<file path="src/rtl/audio_pkg.sv">
`default_nettype none
// ============================================================================
//  Module      : audio_pkg
//  Description : Shared definitions for the frame-locked audio sequencer:
//                FSM state encoding, note codes, the note -> half-period
//                table (clk = 25.175 MHz) and the default sequence ROM.
//  Revision    : 1.0  initial release
// ============================================================================
package audio_pkg;

    typedef enum logic [1:0] {
        ST_IDLE = 2'd0,
        ST_TONE = 2'd1,
        ST_GAP  = 2'd2
    } state_t;

    // One sequence table entry: {note[3:0], dur[1:0]}
    typedef struct packed {
        logic [3:0] note;
        logic [1:0] dur;
    } entry_t;

    // Note codes 1..15 are the chromatic scale C4..D5; 0 is a rest.
    localparam logic [3:0] C_NOTE_REST = 4'd0;
    localparam logic [3:0] C_NOTE_C4   = 4'd1;
    localparam logic [3:0] C_NOTE_D4   = 4'd3;
    localparam logic [3:0] C_NOTE_E4   = 4'd5;
    localparam logic [3:0] C_NOTE_F4   = 4'd6;
    localparam logic [3:0] C_NOTE_G4   = 4'd8;
    localparam logic [3:0] C_NOTE_A4   = 4'd10;
    localparam logic [3:0] C_NOTE_B4   = 4'd12;
    localparam logic [3:0] C_NOTE_C5   = 4'd13;

    // Half period in clk cycles: round(25_175_000 / (2 * f_note)).
    // The rest entry is a dummy non-zero value; its output is gated off.
    localparam logic [15:0] C_HALF_PERIOD [16] = '{
        16'd1,     16'd48113, 16'd45413, 16'd42864,
        16'd40457, 16'd38187, 16'd36044, 16'd34021,
        16'd32111, 16'd30309, 16'd28608, 16'd27003,
        16'd25487, 16'd24056, 16'd22706, 16'd21432
    };

    // Default tune; step length = (dur + 1) beats.
    localparam entry_t C_SEQ_ROM [16] = '{
        {C_NOTE_A4,   2'd0}, {C_NOTE_C5,   2'd1}, {C_NOTE_REST, 2'd1}, {C_NOTE_E4,   2'd0},
        {C_NOTE_G4,   2'd0}, {C_NOTE_C4,   2'd2}, {C_NOTE_D4,   2'd0}, {C_NOTE_F4,   2'd1},
        {C_NOTE_A4,   2'd0}, {C_NOTE_B4,   2'd0}, {C_NOTE_C5,   2'd1}, {C_NOTE_REST, 2'd0},
        {C_NOTE_G4,   2'd0}, {C_NOTE_E4,   2'd0}, {C_NOTE_D4,   2'd1}, {C_NOTE_C4,   2'd3}
    };

endpackage : audio_pkg
`default_nettype wire

</file>
<file path="src/rtl/note_rom.sv">
`default_nettype none
// ============================================================================
//  Module      : note_rom
//  Description : Purely combinational lookup: step index -> {note, dur},
//                note -> tone half period.
//  Ports       : step        in   sequence step index
//                note        out  note code (0 = rest)
//                dur         out  duration code, step lasts dur+1 beats
//                half_period out  half period of the note in clk cycles
//  Revision    : 1.0  initial release
// ============================================================================
module note_rom
    import audio_pkg::*;
#(
    parameter int SEQ_LEN = 16,
    parameter int DIV_W   = 16
) (
    input  logic [$clog2(SEQ_LEN)-1:0] step,
    output logic [3:0]                 note,
    output logic [1:0]                 dur,
    output logic [DIV_W-1:0]           half_period
);

    entry_t w_entry;

    assign w_entry     = C_SEQ_ROM[4'(step)];
    assign note        = w_entry.note;
    assign dur         = w_entry.dur;
    assign half_period = DIV_W'(C_HALF_PERIOD[w_entry.note]);

endmodule : note_rom
`default_nettype wire

</file>
<file path="src/rtl/audio_sequencer.sv">
`default_nettype none
// ============================================================================
//  Module      : audio_sequencer
//  Description : Frame-locked music sequencer. Steps through the note ROM,
//                each step lasting (dur+1)*FRAMES_PER_BEAT frames with the
//                final GAP_FRAMES silent, and drives a square-wave tone.
//  Ports       : clk        in   pixel clock
//                rst_n      in   asynchronous reset, active low
//                frame_tick in   one-clk pulse per video frame
//                enable     in   1 = play, 0 = stop immediately
//                loop       in   1 = wrap to step 0 after the last step
//                audio_pwm  out  registered square-wave audio
//                step       out  current step index
//                playing    out  1 while in TONE or GAP
//                done       out  one-clk pulse at end of a non-looped run
//  Revision    : 1.0  initial release
// ============================================================================
module audio_sequencer
    import audio_pkg::*;
#(
    parameter int SEQ_LEN         = 16,
    parameter int FRAMES_PER_BEAT = 8,
    parameter int GAP_FRAMES      = 1,
    parameter int DIV_W           = 16
) (
    input  logic                       clk,
    input  logic                       rst_n,
    input  logic                       frame_tick,
    input  logic                       enable,
    input  logic                       loop,
    output logic                       audio_pwm,
    output logic [$clog2(SEQ_LEN)-1:0] step,
    output logic                       playing,
    output logic                       done
);

    localparam int                    C_STEP_W    = $clog2(SEQ_LEN);
    localparam int                    C_FCNT_W    = $clog2(4*FRAMES_PER_BEAT+1);
    localparam logic [C_STEP_W-1:0]   C_LAST_STEP = C_STEP_W'(SEQ_LEN-1);

    state_t                r_state, w_state_next;
    logic [C_STEP_W-1:0]   r_step, w_step_next;
    logic [C_FCNT_W-1:0]   r_frame_cnt, w_frame_cnt_next;
    logic [C_FCNT_W-1:0]   w_frame_inc, w_step_len, w_tone_len;
    logic                  w_load_tone, w_done_next, w_advance;

    // Attributes of the step being played, captured when the step starts.
    logic [3:0]            r_note, w_rom_note;
    logic [1:0]            r_dur, w_rom_dur;
    logic [DIV_W-1:0]      r_half_period, w_rom_half_period;
    logic [DIV_W-1:0]      r_div_cnt;
    logic                  r_sq;

    assign step        = r_step;
    assign w_step_len  = C_FCNT_W'((int'(r_dur) + 1) * FRAMES_PER_BEAT);
    assign w_tone_len  = w_step_len - C_FCNT_W'(GAP_FRAMES);
    assign w_frame_inc = r_frame_cnt + C_FCNT_W'(1);

    // The ROM looks up the step about to be entered, so the tone counter
    // can be loaded with the new pitch on the very edge the step begins.
    note_rom #(
        .SEQ_LEN     (SEQ_LEN),
        .DIV_W       (DIV_W)
    ) u_note_rom (
        .step        (w_step_next),
        .note        (w_rom_note),
        .dur         (w_rom_dur),
        .half_period (w_rom_half_period)
    );

    always_comb begin
        w_state_next     = r_state;
        w_step_next      = r_step;
        w_frame_cnt_next = r_frame_cnt;
        w_load_tone      = 1'b0;
        w_done_next      = 1'b0;
        w_advance        = 1'b0;

        if (!enable) begin
            // Stop wins over any same-cycle frame_tick.
            w_state_next     = ST_IDLE;
            w_step_next      = '0;
            w_frame_cnt_next = '0;
        end else begin
            case (r_state)
                ST_IDLE: begin
                    if (frame_tick) begin
                        w_state_next     = ST_TONE;
                        w_step_next      = '0;
                        w_frame_cnt_next = '0;
                        w_load_tone      = 1'b1;
                    end
                end
                ST_TONE, ST_GAP: begin
                    if (frame_tick) begin
                        // Checking the full length first lets GAP_FRAMES=0
                        // skip the GAP state entirely.
                        if (w_frame_inc == w_step_len) begin
                            w_advance = 1'b1;
                        end else begin
                            w_frame_cnt_next = w_frame_inc;
                            if (r_state == ST_TONE && w_frame_inc == w_tone_len) begin
                                w_state_next = ST_GAP;
                            end
                        end
                    end
                end
                default: begin
                    w_state_next     = ST_IDLE;
                    w_step_next      = '0;
                    w_frame_cnt_next = '0;
                end
            endcase

            if (w_advance) begin
                w_frame_cnt_next = '0;
                if (r_step != C_LAST_STEP) begin
                    w_step_next  = r_step + C_STEP_W'(1);
                    w_state_next = ST_TONE;
                    w_load_tone  = 1'b1;
                end else if (loop) begin
                    w_step_next  = '0;
                    w_state_next = ST_TONE;
                    w_load_tone  = 1'b1;
                end else begin
                    w_step_next  = '0;
                    w_state_next = ST_IDLE;
                    w_done_next  = 1'b1;
                end
            end
        end
    end

    always_ff @(posedge clk or negedge rst_n) begin
        if (!rst_n) begin
            r_state       <= ST_IDLE;
            r_step        <= '0;
            r_frame_cnt   <= '0;
            r_note        <= '0;
            r_dur         <= '0;
            r_half_period <= '0;
            r_div_cnt     <= '0;
            r_sq          <= 1'b0;
            audio_pwm     <= 1'b0;
            playing       <= 1'b0;
            done          <= 1'b0;
        end else begin
            r_state     <= w_state_next;
            r_step      <= w_step_next;
            r_frame_cnt <= w_frame_cnt_next;
            done        <= w_done_next;
            playing     <= (w_state_next != ST_IDLE);

            if (w_load_tone) begin
                r_note        <= w_rom_note;
                r_dur         <= w_rom_dur;
                r_half_period <= w_rom_half_period;
                r_div_cnt     <= w_rom_half_period - DIV_W'(1);
                r_sq          <= 1'b0;
            end else if (r_state == ST_TONE) begin
                if (r_div_cnt == '0) begin
                    r_sq      <= ~r_sq;
                    r_div_cnt <= r_half_period - DIV_W'(1);
                end else begin
                    r_div_cnt <= r_div_cnt - DIV_W'(1);
                end
            end

            audio_pwm <= r_sq & (r_state == ST_TONE) & (r_note != C_NOTE_REST);
        end
    end

endmodule : audio_sequencer
`default_nettype wire

</file>
<file path="config.mk">
export PLATFORM = sky130hd
export DESIGN_NAME = audio_sequencer
export DESIGN_NICKNAME = d
export VERILOG_FILES = /design/src/rtl/audio_pkg.sv /design/src/rtl/note_rom.sv /design/src/rtl/audio_sequencer.sv
export SDC_FILE = /design/constraint.sdc
export NUM_CORES = 1
export LEC_CHECK = 0
export CAP_MARGIN = 15
export CORE_UTILIZATION = 25
export CTS_CLUSTER_DIAMETER = 80
export DETAILED_ROUTE_END_ITERATION = 7
export PLACE_DENSITY = 0.45
export RECOVER_POWER = 25
export SLEW_MARGIN = 0
export SYNTH_ARGS = -nofsm -noshare
export SYNTH_HDL_FRONTEND = slang
export SYNTH_SLANG_ARGS = --single-unit
</file>
<file path="constraint.sdc">
create_clock -name clk -period 10.9 [get_ports clk]
set_input_delay 1.09 -clock clk [delete_from_list [all_inputs] [get_ports clk]]
set_output_delay 1.09 -clock clk [all_outputs]
set_load 0.005 [all_outputs]
</file>
## Word-level counts from Yosys, hierarchy flattened

Memories as Yosys holds them, arrays and structs flattened.
Cells that the tools add are included.

- Memories: 2
- Register bits after elaboration: 54
- Word-level logic and storage cells: 89
- Bits of input ports: 5
- Output and inout bits: 7
- Memory bits (read-only): 352

- Eq/ne operators: 8
- Magnitude comparators: 2
- Bitwise gates (word level): 5
- Reductions and logical operators: 10
- Add/subtract/negate cells: 7
- Mux-type cells: 44

Memories:

| name | depth | width | read ports | clocked after memory_dff | write ports | RTL line | source |
|---|---|---|---|---|---|---|---|
| (name not given) | 16 | 16 | 1 | 0 | 0 | note_rom.sv:29 | `assign half_period = DIV_W'(C_HALF_PERIOD[w_entry.note]);` |
| (name not given) | 16 | 6 | 1 | 0 | 0 | note_rom.sv:26 | `assign w_entry = C_SEQ_ROM[4'(step)];` |

Operators with widths:

| cell | number |
|---|---|
| 16-bit two-way mux | 5 |
| 16-bit by 1-bit subtractor with 16-bit output (second input constant) | 3 |
| 6-bit two-way mux | 7 |
| 1-bit two-way mux | 19 |
| 16-bit zero test | 1 |
| 4-bit two-way mux | 4 |
| 4-bit != test (second input constant) | 4 |
| 6-bit equality test | 2 |
| 2-bit two-way mux | 6 |
| 6-bit case mux with 2 select lines | 1 |
| 5-bit >= comparator (second input constant) | 2 |
| 4-bit inverter with 5-bit output | 2 |
| 4-bit case mux with 2 select lines | 1 |
| 6-bit by 1-bit adder with 6-bit output (second input constant) | 1 |
| 2-bit nonzero test | 3 |
| 6-bit by 1-bit subtractor with 6-bit output (second input constant) | 1 |
| 4-bit by 1-bit adder with 4-bit output (second input constant) | 1 |
| 2-bit case mux with 2 select lines | 1 |
| 4-bit nonzero test | 1 |
| 2-bit by 1-bit adder with 3-bit output (second input constant) | 1 |
| 3-bit AND reduction | 1 |
| 1-bit AND | 2 |
| 2-bit by 1-bit equality test with 1-bit output (second input constant) | 1 |
| 2-bit equality test (second input constant) | 1 |
| 5 further kinds | 5 |

## Depth between registers and ports, before layout

- Depth in word-level cells: 18
- Gate-level depth with buffers: 26

## Modules after synthesis

From an unflattened synthesis, not the netlist that was laid out.

- Cells, all modules: 529
- Area, all modules: 4431.8 sq um

By module, submodules not included:

| module | seq. area each (sq um) | cells an instance | area an instance (sq um) | times used |
|---|---|---|---|---|
| audio_sequencer | 1351.3 | 428 | 3604.7 | 1 |
| note_rom | 0.0 | 101 | 827.0 | 1 |

## Worst setup path after synthesis

OpenSTA, ideal clock, no wires.

- Path type: reg2reg
- From: register r_dur[0]
- To: register r_div_cnt[12]
- Library setup time: 124 ps
- Arrival time: 5025 ps
- Path buffers: 2
- Path slack: 5751 ps
- Stages on the path, launching flop included: 24
- Period minus slack after synthesis: 5149 ps
- Data required time: 10776 ps
- Cells stage by stage: dfrtp_1 > ha_1 > xnor2_1 > o2bb2ai_4 > o2111ai_4 > buf_6 > nor2_2 > buf_4 > mux2i_1 > inv_1 > ha_1 > inv_1 > nor4_1 > or2_1 > o21ai_1 > a21oi_1 > nor2_1 > a221o_1 > nor2_1 > ha_1 > o31a_1 > and3_1 > a21oi_1 > a211o_1

- Word-level cells in the longest chain between the ends: 18

RTL lines:

| item | RTL line | source |
|---|---|---|
| start, declared | audio_sequencer.sv:49 | `logic [1:0] r_dur, w_rom_dur;` |
| start signal, assigned | audio_sequencer.sv:156 | `r_dur <= w_rom_dur;` |
| 2-bit by 1-bit adder with 3-bit output | audio_sequencer.sv:55 | `assign w_step_len = C_FCNT_W'((int'(r_dur) + 1) * FRAMES_PER_BEAT);` |
| 6-bit equality test | audio_sequencer.sv:98 | `if (w_frame_inc == w_step_len) begin` |
| 1-bit two-way mux | audio_sequencer.sv:98 |  |
| 1-bit two-way mux | audio_sequencer.sv:95 | `if (frame_tick) begin` |
| 1-bit two-way mux | audio_sequencer.sv:85 | `case (r_state)` |
| 1-bit two-way mux | audio_sequencer.sv:79 | `if (!enable) begin` |
| 4-bit two-way mux | audio_sequencer.sv:115 | `if (w_advance) begin` |
| 4-bit two-way mux | audio_sequencer.sv:79 |  |
| net u_note_rom.step[1] | note_rom.sv:18 | `input logic [$clog2(SEQ_LEN)-1:0] step,` |
| 4-bit inverter with 5-bit output (not written as such) | note_rom.sv:26 |  |
| memory 16 x 6 bit | -- |  |
| 6-bit two-way mux (not written as such) (2 in a row) | note_rom.sv:26 |  |
| 4-bit inverter with 5-bit output (not written as such) | note_rom.sv:29 |  |
| memory 16 x 16 bit | -- |  |
| 16-bit two-way mux (not written as such) (2 in a row) | note_rom.sv:29 |  |
| 16-bit by 1-bit subtractor with 16-bit output | audio_sequencer.sv:158 | `r_div_cnt <= w_rom_half_period - DIV_W'(1);` |
| 16-bit two-way mux | audio_sequencer.sv:154 | `if (w_load_tone) begin` |
| end signal, assigned | audio_sequencer.sv:158 |  |
| end signal, assigned | audio_sequencer.sv:163 | `r_div_cnt <= r_half_period - DIV_W'(1);` |
| end signal, assigned | audio_sequencer.sv:165 | `r_div_cnt <= r_div_cnt - DIV_W'(1);` |
| end, declared | audio_sequencer.sv:51 | `logic [DIV_W-1:0] r_div_cnt;` |

The timed path passes the listed nets, and every way through them passes these cells. The select of a mux whose other input is x is not followed.
A chain may end at the register's enable or synchronous reset.

## Worst setup path after layout

- From: input enable
- To: register r_div_cnt[12]

- Word-level cells in the longest chain between the ends: 11

RTL lines:

| item | RTL line | source |
|---|---|---|
| start, declared | audio_sequencer.sv:29 | `input logic enable,` |
| 4-bit two-way mux | audio_sequencer.sv:79 |  |
| net u_note_rom.step[1] | note_rom.sv:18 |  |
| 4-bit inverter with 5-bit output (not written as such) | note_rom.sv:26 |  |
| memory 16 x 6 bit | -- |  |
| 6-bit two-way mux (not written as such) (2 in a row) | note_rom.sv:26 |  |
| 4-bit inverter with 5-bit output (not written as such) | note_rom.sv:29 |  |
| memory 16 x 16 bit | -- |  |
| 16-bit two-way mux (not written as such) (2 in a row) | note_rom.sv:29 |  |
| 16-bit by 1-bit subtractor with 16-bit output | audio_sequencer.sv:158 |  |
| 16-bit two-way mux | audio_sequencer.sv:154 |  |

The timed path passes the listed nets, and every way through them passes these cells. The select of a mux whose other input is x is not followed.

==> qor.yml <==
fin_setup_tns_ns: 0
drive_above_1_share: 0.0836
outcome: "finished with violations"
comb_power_share: 0.297
crit_path_start_kind: "input port"
violations: "capacitance limit, slew limit"
layout_commonest_cell: "nand2_1"
r2r-end: "r_div_cnt[12]$_DFFE_PN0P_"
htree_num_levels: 2
dieArea_um2: 19000
hold_buffers: 0
ir_drop_mv: 0.0742
synth_edf_count: 0
max_cap_viol_count: 1
vias: 4356
overflow: 0
slew_headroom: -1.01
skew_ns: 0.00468
rows: 49
antenna_left: 0
dieHeight_um: 138
viasPerCell: 5.51
internal-power_w: 0.000384
clkSlewWorstSetupHoldPaths_ns: 0.07
fmax_ghz: 0.147
tritoncts: "built"
ctsRootBufferMaster: "clkbuf_16"
timing.final.hold_violations: 0
cp-end-kind: "flip-flop"
crit_arrival_ns: 6.97
seq_area_frac_synth: 0.287
drt_first_pass_iters: 5
hp-start: "r_half_period[15]$_DFFE_PN0P_"
worstSkewPairLatency_ns: 0.30
p_total_w: 0.000602
grt_pass1_wl_mm: 23.5
cts.sinks: 53
crit_type: "input port to flip-flop"
power.density_nw_per_um2: 120
grt_pass1_vias: 4252
area_growth_pct: 8.77
clock_path_buffers: 2
layout_common_cells: "nand2_1, nor2_1, dfrtp_1"
clkPwrFrac: 0.283
start_util: 0.257
yosysWarningCount: 0
pre_cts_slack_ns: 3.95
p_switching_w: 0.000218
synth.distinct_cells: 86
diodes: 0
fp.coreArea_um2: 18000
synth_async_sr_flop_share: 1.00
die_w_um: 138
hold_path.class: "flip-flop to flip-flop"
period_minus_slack_ns: 6.79
power_frac_seq: 0.421
ioPinCount: 12
place_hpwl_mm: 10.4
drt_iter0_markers: 303
hold-worst-slack_ns: 0.478
wirelength_mm: 14.3
syn_avg_cell_area_um2: 8.10
maxSlewViolCount: 54
final_nets: 588
min_path_cells: 2
setup_viol: 0
wl_per_cell_um: 18.0
synth_seq_cells: 53
rsz0062_at_grt: "false"
cts_resized: 0
r2r-start: "r_dur[0]$_DFFE_PN0P_"
antenna_found_initial: 0
syn-cell-area_um2: 4620
drcViolationCount: 0
final.setup.worst_slack_ns: 4.11
cp_max_fo: 13
synthCells: 571
p_leak_nw: 2.03
p_sw_frac: 0.362
post-route-period-util: 0.623
place.port_buffers: 11
holdPathEnd: "r_half_period[15]$_DFFE_PN0P_"
place_congestion: 0.898
post-cts-setup-buffers: 0
worst-r2r-cell-count: 21
cts_buffers: 5
rrSetupSlack_ns: 4.48
grt_max_degree: 54
tightest_slew_ns: 3.01
syn_nets: 598
synth_ff_type: "dfrtp_1"
cp.required_ns: 11.09
grt_use_total: 0.153
## area by class of cell
class / instances / area [um^2]
Clock buffer: 6 / 139
Tap cell: 229 / 287
Timing Repair Buffer: 15 / 131
Sequential cell: 53 / 1330
Clock inverter: 2 / 13.8
Inverter: 19 / 71.3
Fill cell: 1980 / 13000
Multi-Input combinational cell: 467 / 3060
## cells in the mapped netlist (3+ instances only)
library cell | count | area share
buf_2 | 9 | 0.0097
and2_1 | 5 | 0.0068
inv_2 | 3 | 0.0024
a211o_1 | 4 | 0.0076
a2111oi_0 | 3 | 0.0057
o211ai_1 | 11 | 0.018
a211oi_2 | 5 | 0.014
nor3_2 | 3 | 0.0065
a211oi_1 | 10 | 0.016
ha_1 | 22 | 0.060
buf_4 | 3 | 0.0049
o31ai_2 | 3 | 0.0081
and4_1 | 5 | 0.0095
clkbuf_1 | 16 | 0.013
a21o_1 | 7 | 0.011
a22oi_1 | 4 | 0.0065
nor2_1 | 56 | 0.045
buf_6 | 3 | 0.0073
o21ai_0 | 27 | 0.029
nand2_1 | 70 | 0.057
o2bb2ai_1 | 3 | 0.0057
nand3_1 | 21 | 0.023
o21a_1 | 4 | 0.0065
mux2i_1 | 9 | 0.019
nor4_1 | 8 | 0.011
nor3_1 | 20 | 0.022
a31oi_1 | 9 | 0.012
a21oi_1 | 41 | 0.044
dfrtp_1 | 53 | 0.29
a21oi_2 | 3 | 0.0057
o31ai_1 | 5 | 0.0081
nand4_1 | 5 | 0.0068
xor2_1 | 5 | 0.0095
nand2b_1 | 7 | 0.0095
and3_1 | 9 | 0.012
o22ai_1 | 3 | 0.0041
xnor2_1 | 7 | 0.013
inv_1 | 16 | 0.013
o21ai_1 | 11 | 0.012
## power groups by stage
stage	combinational (W)	sequential, W	clock, W
floorplan	0.000137	0.000246	0
global route	0.000202	0.000257	0.000187
finish	0.000179	0.000253	0.000170
global placement	0.000177	0.000256	0
detailed placement	0.000178	0.000256	0
CTS	0.000179	0.000253	0.000178
## critical path: stages
cell and delay [ns]:
clkdlybuf4s50_1 0.81, inv_1 0.27, a211oi_1 0.57, nand2_1 0.18, mux2i_1 0.38, inv_1 0.18, ha_1 0.35, inv_1 0.06
nor4_1 0.37, nor2_1 0.11, a21oi_1 0.76, nor3_1 0.14, o21ai_0 0.24, a21oi_1 0.19, nor2_1 0.15, ha_1 0.24
o31a_1 0.27, and3_1 0.26, a21oi_1 0.08, a211o_1 0.28
## worst max path at each step
stage,end,from
after floorplan,r_div_cnt[12]$_DFFE_PN0P_,r_dur[0]$_DFFE_PN0P_
after global placement,r_div_cnt[12]$_DFFE_PN0P_,enable
after detailed placement,r_div_cnt[12]$_DFFE_PN0P_,enable
after CTS,r_div_cnt[12]$_DFFE_PN0P_,enable
after global routing,r_div_cnt[12]$_DFFE_PN0P_,enable
final,r_div_cnt[12]$_DFFE_PN0P_,enable
## routing by layer
layer,wire length [um],track usage,vias up
met2,6470,0.238,143
met1,6700,0.210,2072
li1,-,-,2114
met5,0,0,-
met4,460,0.0648,0
met3,630,0.0236,27
## metrics by stage
step / util / cell area, um^2 / instances
after detailed placement: 0.271 / 4880 / 783
after floorplan: - / 4620 / 571
final: 0.279 / 5030 / 791
after global routing: 0.279 / 5030 / 791
after CTS: 0.279 / 5030 / 791
after global placement: 0.271 / 4880 / 783
## state kept, by name, indices dropped and copies added, names as in the netlist
register       count
playing            1
r_frame_cnt        6
step               4
r_note             3
r_div_cnt         16
r_half_period     16
r_sq               1
audio_pwm          1
done               1
r_state            2
r_dur              2
## cell families after synthesis
group                    Yosys count  share of synthesized area
AND/OR/NAND/NOR                  225                      0.239
AO/OA/AOI/OAI                    195                      0.309
buffers and inverters             51                     0.0511
adder cells (fa/ha/maj)           22                     0.0595
XOR/XNOR                          13                     0.0279
multiplexers                      12                     0.0268
flip-flops                        53                      0.287
Note: power is estimated with default switching activity, not from simulation.
